**src/rtl/uart_frame_pkg.sv**
```systemverilog
// Shared constants and types for the framed-packet decoder behind the UART receiver.
package uart_frame_pkg;

  localparam logic [7:0] SOF = 8'h7E;

  typedef enum logic [1:0] {
    ST_IDLE    = 2'd0,
    ST_LEN     = 2'd1,
    ST_PAYLOAD = 2'd2,
    ST_CSUM    = 2'd3
  } state_e;

  typedef enum logic [1:0] {
    ERR_NONE    = 2'd0,
    ERR_LEN     = 2'd1,
    ERR_TIMEOUT = 2'd2,
    ERR_CSUM    = 2'd3
  } err_e;

endpackage

```
**src/rtl/uart_frame_rx_gap_timer.sv**
```systemverilog
// Inter-byte gap timer: counts idle cycles while enabled and flags expiry so the
// registered error pulse lands exactly TIMEOUT_CYCLES after the last byte.
module gap_timer #(
  parameter int unsigned TIMEOUT_CYCLES = 50000
) (
  input  logic clk,
  input  logic reset,
  input  logic enable,
  input  logic clear,
  output logic expired
);

  localparam int unsigned CW = (TIMEOUT_CYCLES > 2) ? $clog2(TIMEOUT_CYCLES) : 1;
  // Expiry is flagged one cycle early because the consumer registers its error pulse.
  localparam logic [CW-1:0] LAST = CW'(TIMEOUT_CYCLES - 2);

  logic [CW-1:0] cnt_q, cnt_d;

  always_comb begin
    cnt_d = cnt_q;
    if (clear || !enable) begin
      cnt_d = '0;
    end else if (cnt_q != LAST) begin
      cnt_d = cnt_q + 1'b1;
    end
  end

  always_ff @(posedge clk or posedge reset) begin
    if (reset) begin
      cnt_q <= '0;
    end else begin
      cnt_q <= cnt_d;
    end
  end

  assign expired = enable && !clear && (cnt_q == LAST);

endmodule

```
**src/rtl/uart_frame_rx.sv**
```systemverilog
// Frame decoder: SOF, LEN, payload, optional CSUM (macro UART_FRAME_CSUM_EN).
// Payload streams out before the verdict; consumers drop buffered bytes on frame_err.
module uart_frame_rx
  import uart_frame_pkg::*;
#(
  parameter int unsigned MAX_LEN        = 16,
  parameter int unsigned TIMEOUT_CYCLES = 50000
) (
  input  logic       clk,
  input  logic       reset,
  input  logic       rx_drdy,
  input  logic [7:0] received,
  output logic [7:0] pl_data,
  output logic       pl_valid,
  output logic       pl_last,
  output logic       frame_done,
  output logic       frame_err,
  output logic [1:0] err_code,
  output logic       busy,
  output logic [1:0] state_dbg
);

  localparam logic [7:0] MAX_LEN_B = 8'(MAX_LEN);

  state_e     state_q;
  err_e       err_code_q;
  logic [7:0] rem_q;
  logic [7:0] pl_data_q;
  logic       pl_valid_q, pl_last_q, done_q, err_q;
  logic       tmo_expired;
`ifdef UART_FRAME_CSUM_EN
  logic [7:0] sum_q;
`endif

  gap_timer #(.TIMEOUT_CYCLES(TIMEOUT_CYCLES)) u_gap_timer (
    .clk     (clk),
    .reset   (reset),
    .enable  (state_q != ST_IDLE),
    .clear   (rx_drdy),
    .expired (tmo_expired)
  );

  always_ff @(posedge clk or posedge reset) begin
    if (reset) begin
      state_q    <= ST_IDLE;
      err_code_q <= ERR_NONE;
      rem_q      <= 8'd0;
      pl_data_q  <= 8'd0;
      pl_valid_q <= 1'b0;
      pl_last_q  <= 1'b0;
      done_q     <= 1'b0;
      err_q      <= 1'b0;
`ifdef UART_FRAME_CSUM_EN
      sum_q      <= 8'd0;
`endif
    end else begin
      pl_valid_q <= 1'b0;
      pl_last_q  <= 1'b0;
      done_q     <= 1'b0;
      err_q      <= 1'b0;
      // A byte arriving on the expiry cycle takes priority over the timeout.
      if (rx_drdy) begin
        case (state_q)
          ST_IDLE: begin
            if (received == SOF) state_q <= ST_LEN;
          end
          ST_LEN: begin
            rem_q <= received;
`ifdef UART_FRAME_CSUM_EN
            sum_q <= received;
`endif
            if (received > MAX_LEN_B) begin
              err_q      <= 1'b1;
              err_code_q <= ERR_LEN;
              state_q    <= ST_IDLE;
            end else if (received == 8'd0) begin
`ifdef UART_FRAME_CSUM_EN
              state_q <= ST_CSUM;
`else
              done_q  <= 1'b1;
              state_q <= ST_IDLE;
`endif
            end else begin
              state_q <= ST_PAYLOAD;
            end
          end
          ST_PAYLOAD: begin
            pl_data_q  <= received;
            pl_valid_q <= 1'b1;
            rem_q      <= rem_q - 8'd1;
`ifdef UART_FRAME_CSUM_EN
            sum_q      <= sum_q + received;
`endif
            if (rem_q == 8'd1) begin
              pl_last_q <= 1'b1;
`ifdef UART_FRAME_CSUM_EN
              state_q   <= ST_CSUM;
`else
              done_q    <= 1'b1;
              state_q   <= ST_IDLE;
`endif
            end
          end
`ifdef UART_FRAME_CSUM_EN
          ST_CSUM: begin
            if (8'(sum_q + received) == 8'h00) begin
              done_q <= 1'b1;
            end else begin
              err_q      <= 1'b1;
              err_code_q <= ERR_CSUM;
            end
            state_q <= ST_IDLE;
          end
`endif
          default: state_q <= ST_IDLE;
        endcase
      end else if (tmo_expired) begin
        err_q      <= 1'b1;
        err_code_q <= ERR_TIMEOUT;
        state_q    <= ST_IDLE;
      end
    end
  end

  assign pl_data    = pl_data_q;
  assign pl_valid   = pl_valid_q;
  assign pl_last    = pl_last_q;
  assign frame_done = done_q;
  assign frame_err  = err_q;
  assign err_code   = err_code_q;
  assign busy       = (state_q != ST_IDLE);
  assign state_dbg  = state_q;

endmodule

```
**config.mk**
```make
export PLATFORM = sky130hd
export DESIGN_NAME = uart_frame_rx
export DESIGN_NICKNAME = d
export VERILOG_FILES = /design/src/rtl/uart_frame_pkg.sv /design/src/rtl/uart_frame_rx_gap_timer.sv /design/src/rtl/uart_frame_rx.sv
export SDC_FILE = /design/constraint.sdc
export NUM_CORES = 1
export LEC_CHECK = 0
export CAP_MARGIN = 0
export CORE_ASPECT_RATIO = 0.8
export CORE_MARGIN = 5
export CORE_UTILIZATION = 58
export DETAILED_ROUTE_END_ITERATION = 8
export HOLD_SLACK_MARGIN = 0.06
export PLACE_DENSITY = 0.84
export SETUP_SLACK_MARGIN = 0.3
export SYNTH_ARGS = -nofsm -noshare
export SYNTH_HDL_FRONTEND = slang
export SYNTH_SLANG_ARGS = --single-unit
```
**constraint.sdc**
```tcl
create_clock -name clk -period 4.6 [get_ports clk]
set_clock_uncertainty 0.2 [all_clocks]
set_input_delay 0.92 -clock clk [delete_from_list [all_inputs] [get_ports clk]]
set_output_delay 0.92 -clock clk [all_outputs]
set_load 0.005 [all_outputs]
```
# --- Word-level counts from Yosys, hierarchy flattened ---
# Index checks and enable logic that the tools add are counted.
totals:
  regBits: 40
  latch_bits: 0
  ram_bits: 0
  mem_bits_ro: 0
  input_bits: 11
  out_inout_bits: 17
  elab_cells: 64
  memories: 0
classes:
  n_addsub: 2
  multipliers: 0
  div: 0
  n_lt_le_gt_ge: 1
  eq_ne: 10
  shift: 0
  n_mux: 27
  n_bitwise: 0
  n_reduce_logical: 15
op_table:
  columns: ["operator", "n"]
  rows:
  - ["two-way mux 16 bit", 2]
  - ["two-way mux 2 bit", 10]
  - ["adder 16 x 1 -> 16 bit (second input constant)", 1]
  - ["equality test 16 bit (second input constant)", 1]
  - ["!= test 16 bit (second input constant)", 1]
  - ["one-hot mux 8 bit (2 select lines)", 1]
  - ["two-way mux 1 bit", 12]
  - ["equality test 8 x 1 -> 1 bit (second input constant)", 1]
  - ["equality test 8 x 7 -> 1 bit (second input constant)", 1]
  - ["greater-than comparator 8 x 5 -> 1 bit (second input constant)", 1]
  - ["logical NOT 8 bit", 1]
  - ["nonzero test 2 bit", 4]
  - ["subtractor 8 x 1 -> 8 bit (second input constant)", 1]
  - ["!= test 3 bit (second input constant)", 2]
  - ["one-hot mux 2 bit (3 select lines)", 1]
  - ["AND reduction 3 bit", 2]
  - ["!= test 2 x 1 -> 1 bit (second input constant)", 2]
  - ["AND reduction 2 bit", 2]
  - ["equality test 2 x 1 -> 1 bit (second input constant)", 1]
  - ["equality test 2 bit (second input constant)", 1]
  - ["logical AND 1 bit", 2]
  - ["logical NOT 1 bit", 2]
  - ["logical NOT 2 bit", 1]
  - ["one-hot mux 1 bit (2 select lines)", 1]
  - ["logical OR 1 bit", 1]

# --- Depth between registers and ports, before layout ---
# Gate-level depths: netlist of run 1.
logic_depth:
  ltp_word: 5
  depth_mapped: 7
  ltp_nobuf: 6

# --- Hierarchy ---
# Synthesis of run 1 repeated with hierarchy kept, for this count alone.
hier_totals:
  hier_cells: 212
  area_unflattened_um2: 2190.9
modules_own_cells:
  columns: ["mod", "n_inst", "cells_each", "area_each_um2", "seq_area_each_um2"]
  rows:
  - ["uart_frame_rx", 1, 119, 1241.2, 600.6]
  - ["gap_timer", 1, 93, 949.7, 400.4]

# --- Least setup slack after synthesis of run 1 ---
# OpenSTA, ideal clock, no wires.
synth_timing:
  path_kind: "input-to-reg"
  startpoint: "input port rx_drdy"
  endpoint: "register state_q[1], in the netlist state_dbg[1]"
  setup_ns: 0.129
  t_arrival_ns: 1.872
  t_required_ns: 4.271
  slack_ns: 2.399
  cell_stages: 5
  n_path_buf: 1
  path_cell_list: "clkbuf_1 -> nand2_1 -> a31oi_1 -> nor3_1 -> mux2i_1"
synth_via:
  elab_chain_len: 5
  elab_cells_between_ends: 8
  classes_between: "eq/ne (2); mux (1); reduce/logical (5)"
synth_rtl:
  columns: ["item", "line_no", "source"]
  rows:
  - ["from (decl)", "uart_frame_rx.sv:11", "input logic rx_drdy,"]
  - ["logical NOT 1 bit", "uart_frame_rx_gap_timer.sv:36", "assign expired = enable && !clear && (cnt_q == LAST);"]
  - ["logical AND 1 bit (2 in series)", "uart_frame_rx_gap_timer.sv:36", null]
  - ["nonzero test 2 bit (no source line)", null, null]
  - ["AND reduction 3 bit (no source line)", null, null]
  - ["to (signal assigned)", "uart_frame_rx.sv:45", "state_q <= ST_IDLE;"]
  - ["to (signal assigned)", "uart_frame_rx.sv:65", "if (received == SOF) state_q <= ST_LEN;"]
  - ["to (signal assigned)", "uart_frame_rx.sv:75", "state_q <= ST_IDLE;"]
  - ["to (decl)", "uart_frame_rx.sv:25", "state_e state_q;"]
# Parallel ways exist; a longest one is shown, timed or not.
# A chain may end at the register's enable or synchronous reset.

# --- Worst setup path after layout of run 1 ---
layout_timing:
  startpoint: "register state_q[0], in the netlist state_dbg[0]"
  endpoint: "output port busy"
layout_via:
  elab_chain_len: 1
layout_rtl:
  columns: ["item", "line_no", "source"]
  rows:
  - ["nonzero test 2 bit", "uart_frame_rx.sv:131", "assign busy = (state_q != ST_IDLE);"]
  - ["to (decl)", "uart_frame_rx.sv:19", "output logic busy,"]
# Every way passes these cells.

==> results of run 1 <==
==> cell families (layout without fill, tap and decap cells) <==
group	count (synthesis)	count (layout)	synth area share, %
buffers and inverters	18	47	3.24
muxes	10	10	5.27
xor gates and xnor gates	8	8	3.36
DFF	40	40	47.9
adders and majority gates	7	7	4.19
and+or+nand+nor	87	87	22.9
AOI/OAI and AO/OA	44	44	13.1
==> per-layer routing <==
metal | wire length (um) | GRT usage (%)
met5 | 0 | 0
met4 | 29 | 5.79
met3 | 224 | 4.56
met2 | 1930 | 28.6
met1 | 2260 | 30.8
==> synth_stat cells, types with 3 or more instances <==
master / count
ha_1: 7
nor2_1: 15
nor3_1: 7
clkbuf_1: 6
nor4_1: 3
nand2_1: 24
inv_1: 12
nand4_1: 6
mux2_2: 8
nand3_1: 6
or3_1: 5
xnor2_1: 6
a31oi_1: 3
a21oi_1: 13
o21ai_0: 13
dfrtp_1: 40
==> path summary, 6_finish.rpt <==
kind,slack (ns),from,cells after the start,to
max in group asynchronous,3.01,reset,3,rem_q[3]
min in group asynchronous,0.84,reset,3,err_code[0]
min reg2reg,0.31,err_code[0],1,err_code[0]
min,0.31,err_code[0],1,err_code[0]
max,1.79,state_dbg[0],4,busy
max reg2reg,2.09,state_dbg[0],6,state_dbg[1]
==> cell type report <==
type | count | area share [%]
Clock inverter | 1 | 0.202
Tap cell | 42 | 2.12
Inverter | 12 | 1.82
Multi-Input combinational cell | 156 | 41.2
Timing Repair Buffer | 28 | 11.2
Clock buffer | 6 | 2.93
Sequential cell | 40 | 40.5
==> power by group through the flow <==
stage | clock (mW) | sequential, mW | combinational, mW
3_5_place_dp | 0 | 0.489 | 0.299
3_3_place_gp | 0 | 0.487 | 0.290
5_1_grt | 0.241 | 0.498 | 0.339
6_report | 0.217 | 0.485 | 0.300
2_1_floorplan | 0 | 0.479 | 0.171
4_1_cts | 0.222 | 0.484 | 0.303
==> state kept, by name (all words and copies together) (netlist names) <==
register / flops
frame_err: 1
pl_data: 8
state_dbg: 2
frame_done: 1
u_gap_timer.cnt_q: 16
pl_valid: 1
pl_last: 1
rem_q: 8
err_code: 2
==> impl_metrics.toml, run 1 <==
[job]
cap_violations = 0

[cts]
cts_setup_buffers = 0
cts_resized = 0
h-tree-depth = 2
cts_sinks = 40
cts_tree = "done"
insertion_delay_ns = 0.29
clock_path_buffers = 2
hold_buffers = 0
clockRootBuffer = "clkbuf_8"
cts.clk_slew.worst_paths_ns = 0.07
cts_buffers = 5

[setup_path]
start_kind = "register"
cp_top_family = "buffers and inverters"
critical_path_buf_inv_count = 3
cp_max_fo = 4
path_cells = "inv_1, ha_1, inv_1, clkdlybuf4s50_1"
slowest_stage = "clkdlybuf4s50_1"
worst_setup_path_end_kind = "primary output"
crit_type = "reg2out"
max_stage_delay_ns = 0.52
cp.arrival_ns = 1.69
cp_common_cell = "inv_1"
worst_ep_required_time_ns = 3.48

[finish]
multi_input_area_um2 = 1020
drive_above_1_share_pct = 9.05
stdcell_count = 285
fin_nets = 261
syn_to_final_growth_pct = 18.5
antenna_cells = 0
final-seq-area_um2 = 1000
layout_common_cells = "dfrtp_1 (40), clkdlybuf4s50_1 (27), nand2_1 (24), nor2_1 (15)"
nFillCells = 236
design_area_um2 = 2470
layout_commonest_cell = "dfrtp_1"
utilization_pct = 71.8

[power_and_ir_drop]
swShare_pct = 31.9
p_per_area_nw_per_um2 = 405
pwr-share-clk_pct = 21.6
total_power_mw = 1.00
power_frac_comb_pct = 30.0
p_switching_mw = 0.320
peakVddDrop_mv = 0.272
p_int_mw = 0.682
leakagePower_nw = 1.04
power_frac_seq_pct = 48.4

[timing]
clock.fmax_ghz = 0.356
holdWs_ns = 0.306
rsz0062_at_grt = "false"
final_hold_viol_count = 0
fin_ws_ns = 1.79
max-slew-margin-rel_pct = 54.1
slew_viol_final = 0
fin_crit_ns = 2.81
tightest_slew_ns = 0.682
setup_tns_ns = 0
post-route-period-util_pct = 61.0
setup_viol = 0

[floorplanning]
ios = 28
initial_core_util_pct = 60.6
core_area_um2 = 3450
die_w_um = 77.1
rows = 19
dieArea_um2 = 4910
dieHeight_um = 63.7

[min_path]
holdCritPathClass = "reg2reg"

[global_route]
grt_usage_pct = 20.2
globalRouteOverflowTotal = 0
grt_max_degree = 41
antenna_found_initial = 0
grt_pass1_wl_mm = 8.04
first_global_vias = 1696

[route]
vias = 1694
totalWireLength_mm = 4.44
viasPerCell = 5.94
drtIter0Drc = 173
routedWlPerCell_um = 15.6
route.detailed.drc = 0
antenna_left = 0
firstDrtPassIters = 4

[synthesis]
postSynthAreaPerCell_um2 = 9.76
syn_area_um2 = 2090
ys_async_sr_fraction_pct = 100
synth_top_cell_by_area = "dfrtp_1"
yosysWarnings = 0
synth-seq-cells = 40
syn_nets = 232
synth.distinct_cells = 43
synthTopCellsByArea = "dfrtp_1 (48%), mux2_2 (4.3%), nand2_1 (4.3%)"
ys.flop_type = "dfrtp_1"
synth_edf_count = 0
ys_seq_area_share_pct = 47.9
synth_top_area_share_pct = 47.9
synthCells = 214

[outcome]
outcome = "completed"

[placed_design]
gp_congestion = 0.875
dpl_cell_area_um2 = 2400
port_buffers = 27
dp_cells = 278
post-place-ws_ns = 1.67
hpwl_mm = 3.19
No activity file was read; power rests on OpenSTA's default activity.
==> inputs of run 2 (changes only) <==
Settings changed: CORE_UTILIZATION 58 to 49, PLACE_DENSITY 0.84 to 0.75.
Clock period 4.6 ns to 2.4 ns, I/O delays scaled along.
==> run 2 against run 1 <==
Effect of this change: critical path depth stayed put; combinational power is 110% higher; cell area is 7.3% higher; sequential power is 92% higher; register-to-register slack worse by 1.7 ns; highest routed layer unchanged; setup slack worse by 1.4 ns; critical endpoint is now u_gap_timer.cnt_q[13].
==> impl_metrics.toml, run 2 (synthesized netlist as in run 1, its figures left out) <==
[outcome]
outcome = "completed"

[setup_path]
r2r_end = "u_gap_timer.cnt_q[13]"
start_kind = "register"
cp_max_fo = 5
regToRegStartpoint = "u_gap_timer.cnt_q[0]"
reg2reg_depth = 4
worst_setup_path_end_kind = "register"
rrSetupSlack_ns = 0.36
crit_type = "reg2reg"
cp.arrival_ns = 2.04
worst_ep_required_time_ns = 2.40

[power_and_ir_drop]
power_frac_seq_pct = 43.2
leakagePower_nw = 1.11
pwr-share-clk_pct = 28.0
power_frac_comb_pct = 28.8
swShare_pct = 29.8
p_int_mw = 1.51
p_per_area_nw_per_um2 = 811
p_switching_mw = 0.641
total_power_mw = 2.15
peakVddDrop_mv = 0.686

[floorplanning]
die_w_um = 83.0
initial_core_util_pct = 50.3
ios = 28
core_area_um2 = 4150
rows = 21
dieArea_um2 = 5680
dieHeight_um = 68.4

[route]
firstDrtPassIters = 4
vias = 1759
antenna_left = 0
route.detailed.drc = 0
routedWlPerCell_um = 15.0
drtIter0Drc = 107
viasPerCell = 5.66
totalWireLength_mm = 4.66

[finish]
syn_to_final_growth_pct = 27.1
layout_common_cells = "dfrtp_1 (37), clkdlybuf4s50_1 (26), nand2_1 (24), nor2_1 (15)"
layout_commonest_cell = "dfrtp_1"
nFillCells = 362
stdcell_count = 311
antenna_cells = 0
drive_above_1_share_pct = 17.7
design_area_um2 = 2650
largest_register_ffs = 16
top_register = "u_gap_timer.cnt_q"
fin_nets = 271

[cts]
hold_buffers = 0
cts_buffers = 5
clockRootBuffer = "clkbuf_8"
cts.clk_slew.worst_paths_ns = 0.07
clock_path_buffers = 2
cts_sinks = 40
cts_tree = "done"
h-tree-depth = 2
insertion_delay_ns = 0.30

[timing]
clock.fmax_ghz = 0.491
rsz0062_at_grt = "true"
setup_tns_ns = 0
setup_viol = 0
fin_crit_ns = 2.04
post-route-period-util_pct = 84.9
holdWs_ns = 0.306
max-slew-margin-rel_pct = 66.6
final_hold_viol_count = 0
tightest_slew_ns = 0.501
slew_viol_final = 0

[placed_design]
dpl_cell_area_um2 = 2470
port_buffers = 27
gp_congestion = 0.840
dp_cells = 300
hpwl_mm = 3.31

[global_route]
antenna_found_initial = 0
first_global_vias = 1682
grt_pass1_wl_mm = 8.16
grt_usage_pct = 18.4
globalRouteOverflowTotal = 0
grt_max_degree = 41

[min_path]
min-delay-start = "err_code[1]"
worstHoldPathCells = 2
min_to = "err_code[1]"
holdCritPathClass = "reg2reg"

[job]
cap_violations = 0
run 2: changes by cell type in the layout (fill, tap and decap cells not counted), moves of 2 or more:
cell	before	now
dfrtp_2	0	3
inv_1	12	10
nor4b_1	2	0
buf_4	1	11
inv_2	0	2
dfrtp_1	40	37
nor4b_2	0	2
ha_1	7	5
clkbuf_8	5	7
run 2: repair_timing:
item | in CTS | in global routing
setup buffers | 2 | 1
pin swaps | 0 | 1
cloned | 0 | 0
endpoints found under the setup margin | 2 | 7
gates resized for setup | 6 | 8
run 2: metrics by stage:
step | utilization, % | setup WS [ns]
global placement | 59.4 | 0.317
detailed placement | 59.4 | 0.266
floorplan | - | 0.394
global route | 63.9 | 0.237
finish | 63.9 | 0.363
CTS | 63.3 | 0.341
run 2: power groups by stage:
stage | clock [mW] | combinational, mW | sequential (mW)
after global placement | 0 | 0.585 | 0.934
final | 0.602 | 0.620 | 0.930
after CTS | 0.612 | 0.619 | 0.922
after global routing | 0.650 | 0.695 | 0.956
after detailed placement | 0 | 0.590 | 0.938
after floorplan | 0 | 0.327 | 0.919
run 2: worst max-delay path: stages, from the launching register on:
cell and delay [ns]:
dfrtp_1 0.41, nand4_1 0.18, or4_4 0.59, or4_1 0.47, o21ai_0 0.10
run 2: how the worst max path moves through the flow:
| stage | start | end | depth (start not counted) |
|---|---|---|---|
| finish | u_gap_timer.cnt_q[0] | u_gap_timer.cnt_q[13] | 4 |
| global route | u_gap_timer.cnt_q[0] | u_gap_timer.cnt_q[13] | 4 |
| CTS | u_gap_timer.cnt_q[2] | u_gap_timer.cnt_q[13] | 4 |
| detailed placement | u_gap_timer.cnt_q[7] | err_code[0] | 4 |
| global placement | received[1] | err_code[0] | 4 |
| floorplan | u_gap_timer.cnt_q[1] | u_gap_timer.cnt_q[14] | 5 |
run 2: cell type report:
type                    instances  area (um2)  share of cell area (%)
well taps                      57        71.3                    2.69
inverters                      12        45.0                    1.70
repair buffers                 38         352                    13.2
clock buffers                   7        96.3                    3.63
flip-flops and latches         40        1000                    37.9
multi-input cells             156        1050                    39.7
clock inverters                 1        30.0                    1.13
run 2: routing by layer:
metal	share of wire, %	global-route usage, %	up-vias
li1	-	-	857
met1	53	26.9	854
met2	42	27.0	40
met3	4.2	3.97	8
met4	1.1	6.12	0
met5	0	0	-
